## src/rtl/ysyx_25050136_lsu.sv

```systemverilog
// Memory stage: accepts the EX bundle, runs loads/stores on a req/ack bus,
// aligns store data and extracts/extends load data, hands results to WB and
// drives the bypass network.
// Optional feature: define LSU_MISALIGN_CHECK_EN to fault misaligned half/word
// accesses locally instead of issuing them.
module ysyx_25050136_lsu #(
   parameter int unsigned ADDR_WIDTH = 4
) (
   input  logic                  clk,
   input  logic                  reset_n,
   input  logic                  in_valid_i,
   output logic                  in_ready_o,
   input  logic                  in_ebreak_i,
   input  logic [ADDR_WIDTH-1:0] in_rd_i,
   input  logic                  in_rd_en_i,
   input  logic [31:0]           in_gpr_wdata_i,
   input  logic                  in_lsu_ren_i,
   input  logic                  in_lsu_wen_i,
   input  logic [3:0]            in_lsu_mask_i,
   input  logic                  in_lsu_signed_i,
   input  logic [31:0]           in_lsu_addr_i,
   input  logic [31:0]           in_lsu_wdata_i,
   output logic                  mem_req_o,
   output logic                  mem_we_o,
   output logic [31:0]           mem_addr_o,
   output logic [3:0]            mem_wstrb_o,
   output logic [31:0]           mem_wdata_o,
   input  logic                  mem_ack_i,
   input  logic [31:0]           mem_rdata_i,
   input  logic                  mem_err_i,
   output logic                  out_valid_o,
   input  logic                  out_ready_i,
   output logic                  out_ebreak_o,
   output logic [ADDR_WIDTH-1:0] out_rd_o,
   output logic                  out_rd_en_o,
   output logic [31:0]           out_wdata_o,
   output logic                  out_err_o,
   output logic                  wen_o,
   output logic                  wvalid_o,
   output logic [ADDR_WIDTH-1:0] waddr_o,
   output logic [31:0]           wdata_o
);

   typedef enum logic [1:0] {IDLE, REQ, DONE} state_t;

   state_t state_q, state_d;

   logic                  ebreak_q, rd_en_q, err_q, load_q, signed_q, we_q;
   logic [ADDR_WIDTH-1:0] rd_q;
   logic [31:0]           addr_q, wdata_q, mem_wdata_q;
   logic [3:0]            mask_q, wstrb_q;

   logic        in_fire_c, is_mem_c, misalign_c;
   state_t      accept_state_c;
   logic [31:0] shifted_c, load_data_c;

   assign in_ready_o = (state_q == IDLE) | ((state_q == DONE) & out_ready_i);
   assign in_fire_c  = in_valid_i & in_ready_o;
   assign is_mem_c   = in_lsu_ren_i | in_lsu_wen_i;

`ifdef LSU_MISALIGN_CHECK_EN
   assign misalign_c = is_mem_c &
                       (((in_lsu_mask_i == 4'b0011) & in_lsu_addr_i[0]) |
                        ((in_lsu_mask_i == 4'b1111) & (in_lsu_addr_i[1:0] != 2'b00)));
`else
   assign misalign_c = 1'b0;
`endif

   // Destination state for a newly accepted instruction
   always_comb begin
      accept_state_c = DONE;
      if (!misalign_c && is_mem_c) accept_state_c = REQ;
   end

   // Shift the read word down to the accessed byte, then mask and extend
   always_comb begin
      shifted_c   = mem_rdata_i >> {addr_q[1:0], 3'b000};
      load_data_c = shifted_c;
      case (mask_q)
         4'b0001: load_data_c = {{24{signed_q & shifted_c[7]}}, shifted_c[7:0]};
         4'b0011: load_data_c = {{16{signed_q & shifted_c[15]}}, shifted_c[15:0]};
         default: load_data_c = shifted_c;
      endcase
   end

   // State register
   always_ff @(posedge clk or negedge reset_n) begin
      if (!reset_n) state_q <= IDLE;
      else          state_q <= state_d;
   end

   // Next-state logic
   always_comb begin
      state_d = state_q;
      case (state_q)
         IDLE: if (in_fire_c) state_d = accept_state_c;
         REQ:  if (mem_ack_i) state_d = DONE;
         DONE: begin
            if (in_fire_c)        state_d = accept_state_c;
            else if (out_ready_i) state_d = IDLE;
         end
         default: state_d = IDLE;
      endcase
   end

   // Instruction capture on accept, result/error capture on bus ack
   always_ff @(posedge clk or negedge reset_n) begin
      if (!reset_n) begin
         ebreak_q    <= 1'b0;
         rd_q        <= '0;
         rd_en_q     <= 1'b0;
         err_q       <= 1'b0;
         load_q      <= 1'b0;
         signed_q    <= 1'b0;
         we_q        <= 1'b0;
         mask_q      <= 4'b0;
         wstrb_q     <= 4'b0;
         addr_q      <= 32'b0;
         wdata_q     <= 32'b0;
         mem_wdata_q <= 32'b0;
      end else if (in_fire_c) begin
         ebreak_q    <= in_ebreak_i;
         rd_q        <= in_rd_i;
         // Pure stores never write rd; ren&wen counts as a load
         rd_en_q     <= in_rd_en_i & (in_lsu_ren_i | ~in_lsu_wen_i) & ~misalign_c;
         err_q       <= misalign_c;
         load_q      <= in_lsu_ren_i;
         signed_q    <= in_lsu_signed_i;
         we_q        <= in_lsu_wen_i & ~in_lsu_ren_i;
         mask_q      <= in_lsu_mask_i;
         wstrb_q     <= 4'(in_lsu_mask_i << in_lsu_addr_i[1:0]);
         addr_q      <= in_lsu_addr_i;
         wdata_q     <= in_gpr_wdata_i;
         mem_wdata_q <= in_lsu_wdata_i << {in_lsu_addr_i[1:0], 3'b000};
      end else if ((state_q == REQ) && mem_ack_i) begin
         err_q <= mem_err_i;
         if (mem_err_i) rd_en_q <= 1'b0;
         if (load_q)    wdata_q <= load_data_c;
      end
   end

   assign mem_req_o    = (state_q == REQ);
   assign mem_we_o     = we_q;
   assign mem_addr_o   = addr_q;
   assign mem_wstrb_o  = wstrb_q;
   assign mem_wdata_o  = mem_wdata_q;

   assign out_valid_o  = (state_q == DONE);
   assign out_ebreak_o = ebreak_q;
   assign out_rd_o     = rd_q;
   assign out_rd_en_o  = rd_en_q;
   assign out_wdata_o  = wdata_q;
   assign out_err_o    = err_q;

   assign wen_o        = rd_en_q & (state_q != IDLE);
   assign wvalid_o     = wen_o & (state_q == DONE);
   assign waddr_o      = rd_q;
   assign wdata_o      = wdata_q;

endmodule

```

## config.mk

```make
export PLATFORM = sky130hd
export DESIGN_NAME = ysyx_25050136_lsu
export DESIGN_NICKNAME = d
export VERILOG_FILES = /design/src/rtl/ysyx_25050136_lsu.sv
export SDC_FILE = /design/constraint.sdc
export NUM_CORES = 1
export LEC_CHECK = 0
export BUFFER_PORTS_ARGS = -buffer_cell sky130_fd_sc_hd__buf_2
export CAP_MARGIN = 25
export CORE_MARGIN = 8
export CORE_UTILIZATION = 42
export DETAILED_ROUTE_END_ITERATION = 7
export PLACE_DENSITY = 0.87
export SYNTH_ARGS = -nofsm -noshare
export SYNTH_HDL_FRONTEND = slang
export SYNTH_SLANG_ARGS = --single-unit
```

## constraint.sdc

```tcl
create_clock -name clk -period 1.8 [get_ports clk]
set_input_delay 0.09 -clock clk [delete_from_list [all_inputs] [get_ports clk]]
set_output_delay 0.09 -clock clk [all_outputs]
set_load 0.05 [all_outputs]
```

======== Word level (Yosys, flattened, before mapping) ========
Cells that the tools add are included.
word-level totals
  flip-flop bits (word level) ............. 116
  word-level logic and storage cells ...... 60
  input bits .............................. 147
  output and inout port bits .............. 149
operators by class
  bitwise logic cells ..................... 13
  reductions and logical operators ........ 9
  eq/ne operators ......................... 7
  mux-type cells .......................... 15
  shifts and indexed selects .............. 3
operators by type and width
  kind                                                   count
  two-way mux 32 bit                                     3
  one-hot mux 32 bit (2 select lines)                    1
  left shift 32 x 5 -> 32 bit                            1
  >> shifter 32 x 5 -> 32 bit                            1
  two-way mux 2 bit                                      5
  AND 1 bit                                              8
  nonzero test 2 bit                                     4
  one-hot mux 2 bit (3 select lines)                     1
  two-way mux 1 bit                                      5
  == test 4 x 1 -> 1 bit, second input constant          1
  == test 4 x 2 -> 1 bit, second input constant          1
  AND reduction 2 bit                                    2
  left shift 4 x 2 -> 4 bit                              1
  inequality test 3 x 1 -> 1 bit, second input constant  1
  OR 1 bit                                               3
  AND reduction 3 bit                                    1
  == test 2 x 1 -> 1 bit, second input constant          1
  == test 2 bit, second input constant                   1
  logical NOT 2 bit                                      1
  inequality test 2 x 1 -> 1 bit, second input constant  1
  inequality test 2 bit, second input constant           1
  inverter 1 bit                                         2
  logical AND 1 bit                                      1

======== Depth between registers and ports, before layout ========
Gate-level depths: netlist (run 1).
  depth after elaboration ................. 6
  gate-level depth with buffers ........... 8
  mapped depth without buffers ............ 4

======== Worst setup path after synthesis (run 1) ========
Ideal clock, no wire load.
  path type ............................... register to register
  from .................................... reg addr_q[1] (netlist: mem_addr_o[1])
  to ...................................... reg wdata_q[10] (netlist: out_wdata_o[10])
  slack ................................... -0.232 ns
  required time ........................... 1.677 ns
  clock period less this slack ............ 2.032 ns
  stages on the path, launching flop included .. 6
  setup time .............................. 0.123 ns
  arrival ................................. 1.910 ns
  path buffers ............................ 1
  cell sequence ........................... dfrtp_1 > buf_6 > mux4_2 > a31o_4 > a211o_1 > o221a_2
between the ends
  longest elaborated chain between the ends .. 6
RTL lines
  element                                RTL line  source
  start: declaration                     50        logic [31:0] addr_q, wdata_q, mem_wdata_q;
  start signal: assignment               132       addr_q <= in_lsu_addr_i;
  >> shifter 32 x 5 -> 32 bit *          77        shifted_c = mem_rdata_i >> {addr_q[1:0], 3'b000};
  AND 1 bit                              80        4'b0001: load_data_c = {{24{signed_q & shifted_c[7]}}, shifted_c[7:0]};
  one-hot mux 32 bit (2 select lines) *  79        case (mask_q)
  two-way mux 32 bit *                   138       if (load_q) wdata_q <= load_data_c;
  two-way mux 32 bit *                   135       end else if ((state_q == REQ) && mem_ack_i) begin
  two-way mux 32 bit *                   121       end else if (in_fire_c) begin
  end signal: assignment                 133       wdata_q <= in_gpr_wdata_i;
  end signal: assignment                 138
  end: declaration                       50
Every way passes the cells marked *; elsewhere a longest branch is shown, timed or not. The select of a mux whose other input is x is not followed.
A chain may end at the register's enable or synchronous reset.

======== Final worst setup path (run 1) ========
  from .................................... reg addr_q[1] (netlist: mem_addr_o[1])
  to ...................................... reg wdata_q[12] (netlist: out_wdata_o[12])
The elaborated chain is that of the path after synthesis.

==> results.py, run 1 <==
metrics = {
    "timing": {
        "worst_hold_slack_ps": 8.49,
        "tcrit_tclk_final_pct": 100,
        "report.final.hold_viol_count": 0,
        "finalSetupViolCount": 1,
        "worst_slew_margin_rel_pct": 51.0,
        "achievable-frequency_ghz": 0.555,
        "final_critical_path_setup_slack_ps": -2.05,
        "rsz_0062_raised_after_global_routing": "yes",
        "timing.final.crit_period_ps": 1800,
        "worst_clock_skew_ps": 4.28,
        "slew_viol_final": 0,
        "tightest_slew_ps": 735,
    },
    "setup_path": {
        "path_cells": "mux4_2, a31o_4, a211o_1, o221a_2",
        "critPathLaunchType": "flop",
        "reg2reg_depth": 4,
        "worst_path_max_delay_cell": "mux4_2",
        "crit_path_capture_type": "flop",
        "cp.required_ps": 2100,
        "critical_path_class": "reg -> reg",
        "cpPeakStageDelay_ps": 560,
        "r2r-end": "out_wdata_o[12]$_DFFE_PN0P_",
        "r2r-start": "mem_addr_o[1]$_DFFE_PN0N_",
        "timing.reg2reg.setup_slack_ps": -2,
        "setup.worst_path.start": "mem_addr_o[1]$_DFFE_PN0N_",
        "critical_path_arrival_ps": 2100,
        "cp_max_fo": 8,
    },
    "final_layout": {
        "drive_gt1_share_pct": 37.3,
        "layout_commonest_cell": "buf_2",
        "postLayoutCoreUtil_pct": 63.7,
        "fin_nets": 1154,
        "areaGrowthSynthToFinish_pct": 50.0,
        "layout.cells.most_common_list": "buf_2, nand2_1, dfrtp_1",
        "stdcell_count": 1205,
    },
    "global_routing": {
        "global_route.usage.total_pct": 25.6,
        "grt.overflow.total": 0,
        "antenna_found_initial": 1,
        "grt_max_degree": 67,
        "grt_pass1_wl_mm": 36.8,
        "via_count_of_the_first_global_routing_pass": 6756,
    },
    "yosys": {
        "yosys_register_bits": 116,
        "synthesis.area_per_instance_um2": 9.23,
        "asyncSetResetFlopFracSynth_pct": 100,
        "synthesis.area_mm2": 0.00610,
        "synth_cells": 661,
        "yosys_warnings": 0,
        "synthFlopType": "dfrtp_1",
        "synth.net_count": 808,
        "synth-edff-count": 0,
        "synth.lib_cells_used.distinct": 43,
        "seq_area_frac_synth_pct": 47.6,
    },
    "floorplanning": {
        "die_area_mm2": 0.0186,
        "initial_core_util_pct": 42.5,
        "die-width_um": 137,
        "floorplan.io_pins": 296,
        "row_count": 44,
        "coreArea_mm2": 0.0144,
        "die_extent_in_y_um": 137,
    },
    "run_status": {
        "violations": "setup timing",
        "status": "finished with violations",
    },
    "power": {
        "power_frac_comb_pct": 54.5,
        "leakage_dissipation_nw": 4.64,
        "power.density_mw_per_mm2": 1860,
        "peakVddDrop_v": 0.000908,
        "power.share.sequential_pct": 25.1,
        "share_of_total_power_consumed_by_net_switching_pct": 52.3,
        "power.share.clock_pct": 20.4,
        "netSwitchingPower_mw": 8.88,
        "internal_power_mw": 8.10,
    },
    "place": {
        "post-place-cells": 1085,
        "gp_routability_congestion": 0.903,
        "io_buffers": 295,
        "place_hpwl_mm": 16.7,
        "detailedPlace.worstSlack_ps": -59.3,
    },
    "routing": {
        "drt_iter0_drc": 771,
        "drt.antenna.violating_nets": 0,
        "routed_wl_mm": 24.4,
        "route.detailed.drc": 0,
        "total_via_count_after_detailed_routing": 6657,
        "detail_route.first_pass.iterations": 5,
        "viasPerCell": 5.52,
        "route.detailed.wl_per_inst_um": 20.2,
    },
    "hold_path": {
        "timing.hold.worst.start": "in_gpr_wdata_i[16]",
        "timing.hold.worst.class": "in -> reg",
        "min_delay_worst_endpoint": "out_wdata_o[16]$_DFFE_PN0P_",
        "min_path_cells": 3,
    },
    "cts": {
        "cts_num_sinks": 116,
        "cts_tree": "done",
        "number_of_cts_inserted_buffers": 17,
        "worstSkewPairLatency_ps": 420,
        "cts.reportedPaths.clkPinSlew_ps": 60,
        "max-clock-path-buffers": 2,
        "cts_root_buffer": "clkbuf_16",
        "ctsHtreeMaxLevel": 4,
    },
    "job": {
        "drv_cap": 0,
    },
}
## metrics by stage
step | instance area, um^2 | TNS, ps | power, mW
6_report | 9150 | -2.05 | 17.0
5_1_grt | 9150 | -25.2 | 17.7
4_1_cts | 9130 | 0 | 16.9
3_5_place_dp | 7650 | -328 | 13.2
3_3_place_gp | 7650 | -77.1 | 13.1
2_1_floorplan | 6110 | -634 | 11.3
## cells in the mapped netlist (2+ instances only)
cell	number	area, um^2
clkbuf_1	22	82.6
o21ai_1	3	15.0
buf_4	37	278
o21ai_0	9	45.0
a21oi_1	34	170
nand4b_1	2	17.5
nor3_1	17	85.1
o21a_1	2	15.0
nor4_1	8	50.1
dfrtp_1	116	2900
nand3_1	12	60.1
nor3b_2	2	25.0
nand2b_1	4	25.0
a222oi_1	5	50.1
nor2_1	27	101
nor2b_1	14	87.6
o221ai_1	12	105
a31oi_1	3	18.8
nand2_1	188	706
mux2i_1	35	350
mux2_2	7	78.8
a211o_1	19	166
o221a_2	8	90.1
buf_1	5	18.8
o211ai_1	7	52.6
and2_1	2	12.5
o22ai_1	2	12.5
nor4b_1	3	26.3
mux2_1	9	101
a211oi_1	9	67.6
buf_2	18	90.1
o31ai_1	9	67.6
## metal layers
layer,wire length [um],GRT usage (%)
met3,2210,7.01
met5,0,0
met1,9150,30.1
met2,11900,41.7
met4,1140,13.9
## registers in the layout, summed over array words and instances (netlist names)
signal	count
mem_we_o	1
mask_q	4
out_rd_o	4
mem_wstrb_o	4
signed_q	1
out_ebreak_o	1
out_wdata_o	32
load_q	1
out_rd_en_o	1
mem_addr_o	32
out_err_o	1
mem_wdata_o	32
state_q	2
## power by group through the flow
stage | clock network, mW | registers, mW | logic [mW]
4_1_cts | 3.50 | 4.23 | 9.16
2_1_floorplan | 0 | 7.27 | 4.02
6_report | 3.47 | 4.26 | 9.25
3_5_place_dp | 0 | 4.25 | 8.98
3_3_place_gp | 0 | 4.21 | 8.88
5_1_grt | 3.63 | 4.38 | 9.66
## what timing repair did
action,CTS,global route
setup endpoints to repair,8,12
resized for setup,2,3
endpoints found under the hold margin,197,0
setup buffers,0,1
hold buffers,86,0
pin swaps,0,1
## worst max path at each step
stage	end	slack (ps)	depth (start not counted)
after floorplan	out_wdata_o[10]$_DFFE_PN0P_	-80	5
after global placement	out_wdata_o[27]$_DFFE_PN0P_	-20	6
after detailed placement	out_wdata_o[28]$_DFFE_PN0P_	-60	6
after CTS	out_wdata_o[12]$_DFFE_PN0P_	60	4
after global routing	out_wdata_o[12]$_DFFE_PN0P_	-10	4
final	out_wdata_o[12]$_DFFE_PN0P_	-2	4
## cells by family (layout without fill, tap and decap cells)
| logic type | count (synthesis) | in the layout | synth area share, % |
|---|---|---|---|
| DFF | 116 | 116 | 47.6 |
| other | 0 | 2 | 0 |
| and+or+nand+nor | 284 | 284 | 20.6 |
| muxes | 52 | 52 | 9.06 |
| AOI/OAI and AO/OA | 125 | 125 | 14.9 |
| buffers and inverters | 84 | 442 | 7.93 |
## worst max-delay path, delay by kind of cell, from the launching register on
family	cells	cell delay [ps]
flip-flops	1	430
AO/OA/AOI/OAI	3	690
multiplexers	1	560
## layout make-up
type,count,area [um^2]
Fill cell,1104,5220
Sequential cell,116,2900
Multi-Input combinational cell,461,2750
Timing Repair Buffer,410,2660
Clock buffer,23,478
Tap cell,184,230
Clock inverter,8,125
Antenna cell,2,5.00
Inverter,1,3.75
(Power assumes the default switching activity.)
==> run 2: changes to the inputs <==
Settings changed: CORE_UTILIZATION 42 to 43, CTS_BUF_LIST set to sky130_fd_sc_hd__clkbuf_8, PLACE_DENSITY 0.87 to 0.88.
==> results.py, run 2 (synthesis results as in run 1) <==
metrics = {
    "run_status": {
        "status": "finished clean",
    },
    "routing": {
        "detail_route.first_pass.iterations": 6,
        "total_via_count_after_detailed_routing": 6669,
        "route.detailed.drc": 0,
        "route.detailed.wl_per_inst_um": 20.4,
        "viasPerCell": 5.47,
        "drt.antenna.violating_nets": 0,
        "routed_wl_mm": 24.9,
        "drt_iter0_drc": 761,
    },
    "cts": {
        "ctsHtreeMaxLevel": 4,
        "worstSkewPairLatency_ps": 440,
        "cts.reportedPaths.clkPinSlew_ps": 80,
        "cts_num_sinks": 116,
        "cts_tree": "done",
        "cts_root_buffer": "clkbuf_8",
        "number_of_cts_inserted_buffers": 17,
        "max-clock-path-buffers": 2,
    },
    "setup_path": {
        "timing.critical_path.buf_inv": 2,
        "cpLargestDelayFamily": "flip-flops",
        "cp.required_ps": 2110,
        "timing.reg2reg.setup_slack_ps": 7,
        "cp_max_fo": 15,
        "crit_path_capture_type": "flop",
        "critical_path_class": "reg -> reg",
        "path_cells": "buf_12, mux2i_1, o22ai_2, buf_4, nor4_1, nor2_1",
        "critPathLaunchType": "flop",
        "critical_path_arrival_ps": 2100,
        "cpPeakStageDelay_ps": 460,
        "worst_path_max_delay_cell": "dfrtp_2",
    },
    "floorplanning": {
        "initial_core_util_pct": 44.0,
        "row_count": 43,
        "floorplan.io_pins": 296,
        "coreArea_mm2": 0.0139,
        "die-width_um": 135,
        "die_area_mm2": 0.0183,
        "die_extent_in_y_um": 135,
    },
    "hold_path": {
        "timing.hold.worst.class": "in -> reg",
    },
    "timing": {
        "tightest_slew_ps": 670,
        "achievable-frequency_ghz": 0.558,
        "report.final.hold_viol_count": 0,
        "finalSetupViolCount": 0,
        "worst_clock_skew_ps": 8.63,
        "worst_slew_margin_rel_pct": 55.2,
        "slew_viol_final": 0,
        "tcrit_tclk_final_pct": 99.6,
        "worst_hold_slack_ps": 43.2,
        "timing.final.crit_period_ps": 1790,
    },
    "global_routing": {
        "global_route.usage.total_pct": 26.6,
        "grt_pass1_wl_mm": 38.2,
        "antenna_found_initial": 3,
        "grt_max_degree": 49,
        "via_count_of_the_first_global_routing_pass": 7050,
        "grt.overflow.total": 0,
    },
    "job": {
        "drv_cap": 0,
    },
    "final_layout": {
        "fin_nets": 1171,
        "drive_gt1_share_pct": 37.4,
        "final_area_mm2": 0.00915,
        "layout_commonest_cell": "buf_2",
        "areaGrowthSynthToFinish_pct": 49.9,
        "postLayoutCoreUtil_pct": 65.9,
        "final.fill_count": 1069,
        "layout.cells.most_common_list": "buf_2, nand2_1, dfrtp_1",
        "stdcell_count": 1220,
    },
    "place": {
        "post-place-cells": 1081,
        "place_hpwl_mm": 16.7,
        "gp_routability_congestion": 0.920,
        "placed_area_mm2": 0.00762,
        "io_buffers": 295,
    },
    "power": {
        "peakVddDrop_v": 0.00122,
        "leakage_dissipation_nw": 4.64,
        "power.density_mw_per_mm2": 1780,
    },
}
[run 2: cell count changes in the layout (fill, tap and decap cells not counted), sizes merged]
| cell | previous run | this run |
|---|---|---|
| buf | 324 | 325 |
| bufinv | 3 | 4 |
| clkbuf | 23 | 18 |
| clkinv | 1 | 5 |
| clkinvlp | 4 | 3 |
| diode | 2 | 3 |
| dlygate4sd3 | 86 | 101 |
| inv | 1 | 4 |
[run 2: through the flow]
stage / power, mW / worst slack, ps / setup TNS [ps]
after detailed placement: 13.2 / 71.5 / 0
after global routing: 17.0 / -22.3 / -58.0
after global placement: 13.1 / 111 / 0
after floorplan: 11.3 / -79.3 / -634
after CTS: 16.1 / 52.9 / 0
final: 16.3 / 7.06 / 0
[run 2: per-layer routing]
metal	vias to the layer above	track usage, %	part of all wire, %
met5	-	0	0
met3	90	8.20	9.5
met2	430	44.1	50
met4	0	13.6	3.9
met1	3140	30.4	37
li1	3009	-	-
[run 2: worst register-to-register path: stages, from the launching register on]
cell and delay (ps):
dfrtp_2 460, buf_12 190, mux2i_1 270, o22ai_2 170, buf_4 210, nor4_1 270
nor2_1 100
[run 2: area by class of cell]
| type | count | area (um^2) | share of cell area (%) |
|---|---|---|---|
| flip-flops and latches | 116 | 2900 | 31.7 |
| inverters | 1 | 3.75 | 0.0410 |
| clock buffers | 17 | 234 | 2.56 |
| clock inverters | 15 | 205 | 2.24 |
| well taps | 180 | 225 | 2.46 |
| repair buffers | 427 | 2820 | 30.8 |
| multi-input cells | 461 | 2750 | 30.1 |
| diodes | 3 | 7.51 | 0.0820 |
[run 2: path summary, 6_finish.rpt]
path / start / end / depth (start not counted)
max: mem_addr_o[1]$_DFFE_PN0N_ / out_wdata_o[22]$_DFFE_PN0P_ / 6
min: in_gpr_wdata_i[22] / out_wdata_o[22]$_DFFE_PN0P_ / 3
max reg2reg: mem_addr_o[1]$_DFFE_PN0N_ / out_wdata_o[22]$_DFFE_PN0P_ / 6
min reg2reg: mem_wdata_o[5]$_DFFE_PN0N_ / mem_wdata_o[5]$_DFFE_PN0N_ / 2
max in group asynchronous: reset_n / mem_wdata_o[26]$_DFFE_PN0N_ / 3
min in group asynchronous: reset_n / out_rd_o[2]$_DFFE_PN0N_ / 3
[run 2: timing repair]
item                                    4_1_cts  5_1_grt
gates resized for setup                       0        6
hold buffers                                101        0
endpoints found under the setup margin        0       13
setup buffers                                 0        2
endpoints found under the hold margin       209        0
[run 2: power by group]
group	leakage (nW)	switching [mW]	internal, mW	total, mW
clock	0.213	1.18	1.52	2.70
sequential	1.41	0.752	3.54	4.29
combinational	3.02	6.97	2.32	9.30
total	4.64	8.90	7.39	16.3
==> run 3: changes to the inputs <==
Settings changed: BUFFER_PORTS_ARGS -buffer_cell sky130_fd_sc_hd__buf_2 to -buffer_cell sky130_fd_sc_hd__clkbuf_2.
==> results.py, run 3 (synthesis results as in run 1) <==
metrics = {
    "power": {
        "share_of_total_power_consumed_by_net_switching_pct": 54.2,
        "power.share.sequential_pct": 26.5,
        "internal_power_mw": 7.51,
        "power.share.clock_pct": 17.5,
        "netSwitchingPower_mw": 8.88,
        "power_frac_comb_pct": 56.0,
        "peakVddDrop_v": 0.00126,
        "leakage_dissipation_nw": 4.71,
        "power.density_mw_per_mm2": 1790,
    },
    "setup_path": {
        "r2r-start": "mem_addr_o[1]$_DFFE_PN0N_",
        "cp_max_fo": 8,
        "cp.required_ps": 2130,
        "setup.worst_path.start": "mem_addr_o[1]$_DFFE_PN0N_",
        "critical_path_class": "reg -> reg",
        "critPathLaunchType": "flop",
        "crit_path_capture_type": "flop",
        "critical_path_arrival_ps": 2050,
    },
    "floorplanning": {
        "initial_core_util_pct": 44.0,
        "die_area_mm2": 0.0183,
        "die-width_um": 135,
        "row_count": 43,
        "coreArea_mm2": 0.0139,
        "die_extent_in_y_um": 135,
        "floorplan.io_pins": 296,
    },
    "routing": {
        "route.detailed.drc": 0,
        "routed_wl_mm": 23.9,
        "viasPerCell": 5.40,
        "detail_route.first_pass.iterations": 6,
        "route.detailed.wl_per_inst_um": 19.6,
        "drt_iter0_drc": 616,
        "total_via_count_after_detailed_routing": 6592,
        "drt.antenna.violating_nets": 0,
    },
    "timing": {
        "worst_slew_margin_rel_pct": 60.2,
        "setup_total_negative_slack_ps": 0,
        "slew_viol_final": 0,
        "achievable-frequency_ghz": 0.578,
        "tightest_slew_ps": 598,
        "rsz_0062_raised_after_global_routing": "yes",
        "report.final.hold_viol_count": 0,
        "finalSetupViolCount": 0,
        "tcrit_tclk_final_pct": 96.0,
        "worst_clock_skew_ps": 12.7,
        "timing.final.crit_period_ps": 1730,
    },
    "final_layout": {
        "final.fill_count": 1079,
        "drive_gt1_share_pct": 37.0,
        "layout_commonest_cell": "clkbuf_2",
        "fin_nets": 1173,
        "layout.area.seq_mm2": 0.00290,
        "layout.cells.most_common_list": "clkbuf_2, nand2_1, dfrtp_1",
        "areaGrowthSynthToFinish_pct": 50.4,
        "final_area_mm2": 0.00918,
        "multiInputGateArea_mm2": 0.00273,
    },
    "global_routing": {
        "antenna_found_initial": 2,
        "grt_pass1_wl_mm": 36.9,
        "via_count_of_the_first_global_routing_pass": 6821,
        "grt_max_degree": 69,
        "global_route.usage.total_pct": 25.6,
        "grt.overflow.total": 0,
    },
    "cts": {
        "number_of_cts_inserted_buffers": 17,
        "cts_root_buffer": "clkbuf_8",
        "cts_num_sinks": 116,
        "max-clock-path-buffers": 2,
        "worstSkewPairLatency_ps": 430,
        "cts_tree": "done",
        "cts.reportedPaths.clkPinSlew_ps": 80,
        "ctsHtreeMaxLevel": 4,
    },
    "hold_path": {
        "timing.hold.worst.start": "mem_rdata_i[19]",
        "timing.hold.worst.class": "in -> reg",
    },
    "job": {
        "drv_cap": 0,
    },
    "place": {
        "gp_routability_congestion": 0.920,
        "place_hpwl_mm": 16.5,
        "io_buffers": 295,
        "placed_area_mm2": 0.00765,
    },
    "run_status": {
        "status": "finished clean",
    },
}
run 3: power by group through the flow:
stage | Sequential, mW | Combinational (mW) | Clock (mW)
global placement | 4.31 | 8.83 | 0
detailed placement | 4.34 | 8.93 | 0
finish | 4.34 | 9.17 | 2.87
global route | 4.47 | 9.58 | 3.02
CTS | 4.32 | 9.11 | 2.92
floorplan | 7.27 | 4.02 | 0
run 3: layout make-up:
class                           count  share of cell area (%)
Sequential cell                   116                    31.6
Tap cell                          180                    2.45
Clock buffer                       18                    2.70
Clock inverter                     14                    2.45
Antenna cell                        2                  0.0545
Timing Repair Buffer              429                    30.9
Inverter                            1                  0.0409
Multi-Input combinational cell    461                    29.8
run 3: worst max-delay path: stages, from the launching register on:
cell,delay (ps)
dfrtp_2,440
mux4_2,550
a31o_4,280
a211o_1,240
o221a_2,120
run 3: what timing repair did:
| action | 4_1_cts | 5_1_grt |
|---|---|---|
| hold buffers | 104 | 0 |
| endpoints found under the setup margin | 0 | 5 |
| gates resized for setup | 0 | 2 |
| endpoints found under the hold margin | 216 | 0 |
| setup buffers | 0 | 0 |
run 3: routing by layer:
metal	GRT usage, %	up-vias	part of all wire (%)
li1	-	3020	-
met1	30.1	3101	38
met2	42.2	395	50
met3	6.53	76	8.7
met4	13.8	0	4.1
met5	0	-	0
run 3: worst paths after layout:
check / endpoint / slack, ps / cells past startpoint
max in group asynchronous: out_wdata_o[28]$_DFFE_PN0P_ / 1060 / 3
min: out_wdata_o[11]$_DFFE_PN0P_ / 70 / 3
min reg2reg: mem_wdata_o[12]$_DFFE_PN0N_ / 480 / 2
max reg2reg: out_wdata_o[12]$_DFFE_PN0P_ / 70 / 4
max: out_wdata_o[12]$_DFFE_PN0P_ / 70 / 4
min in group asynchronous: mem_wdata_o[28]$_DFFE_PN0N_ / 230 / 3
run 3: metrics by stage:
step	hold WS, ps	utilization [%]	instances	total power, mW	worst slack (ps)
after global routing	61.8	66.1	1221	17.1	-11.5
after detailed placement	144	55.1	1083	13.3	79.2
after global placement	134	55.1	1083	13.1	117
after CTS	32.5	66.0	1219	16.3	74.3
final	70.9	66.1	1221	16.4	71.4
after floorplan	-206	-	661	11.3	-79.3
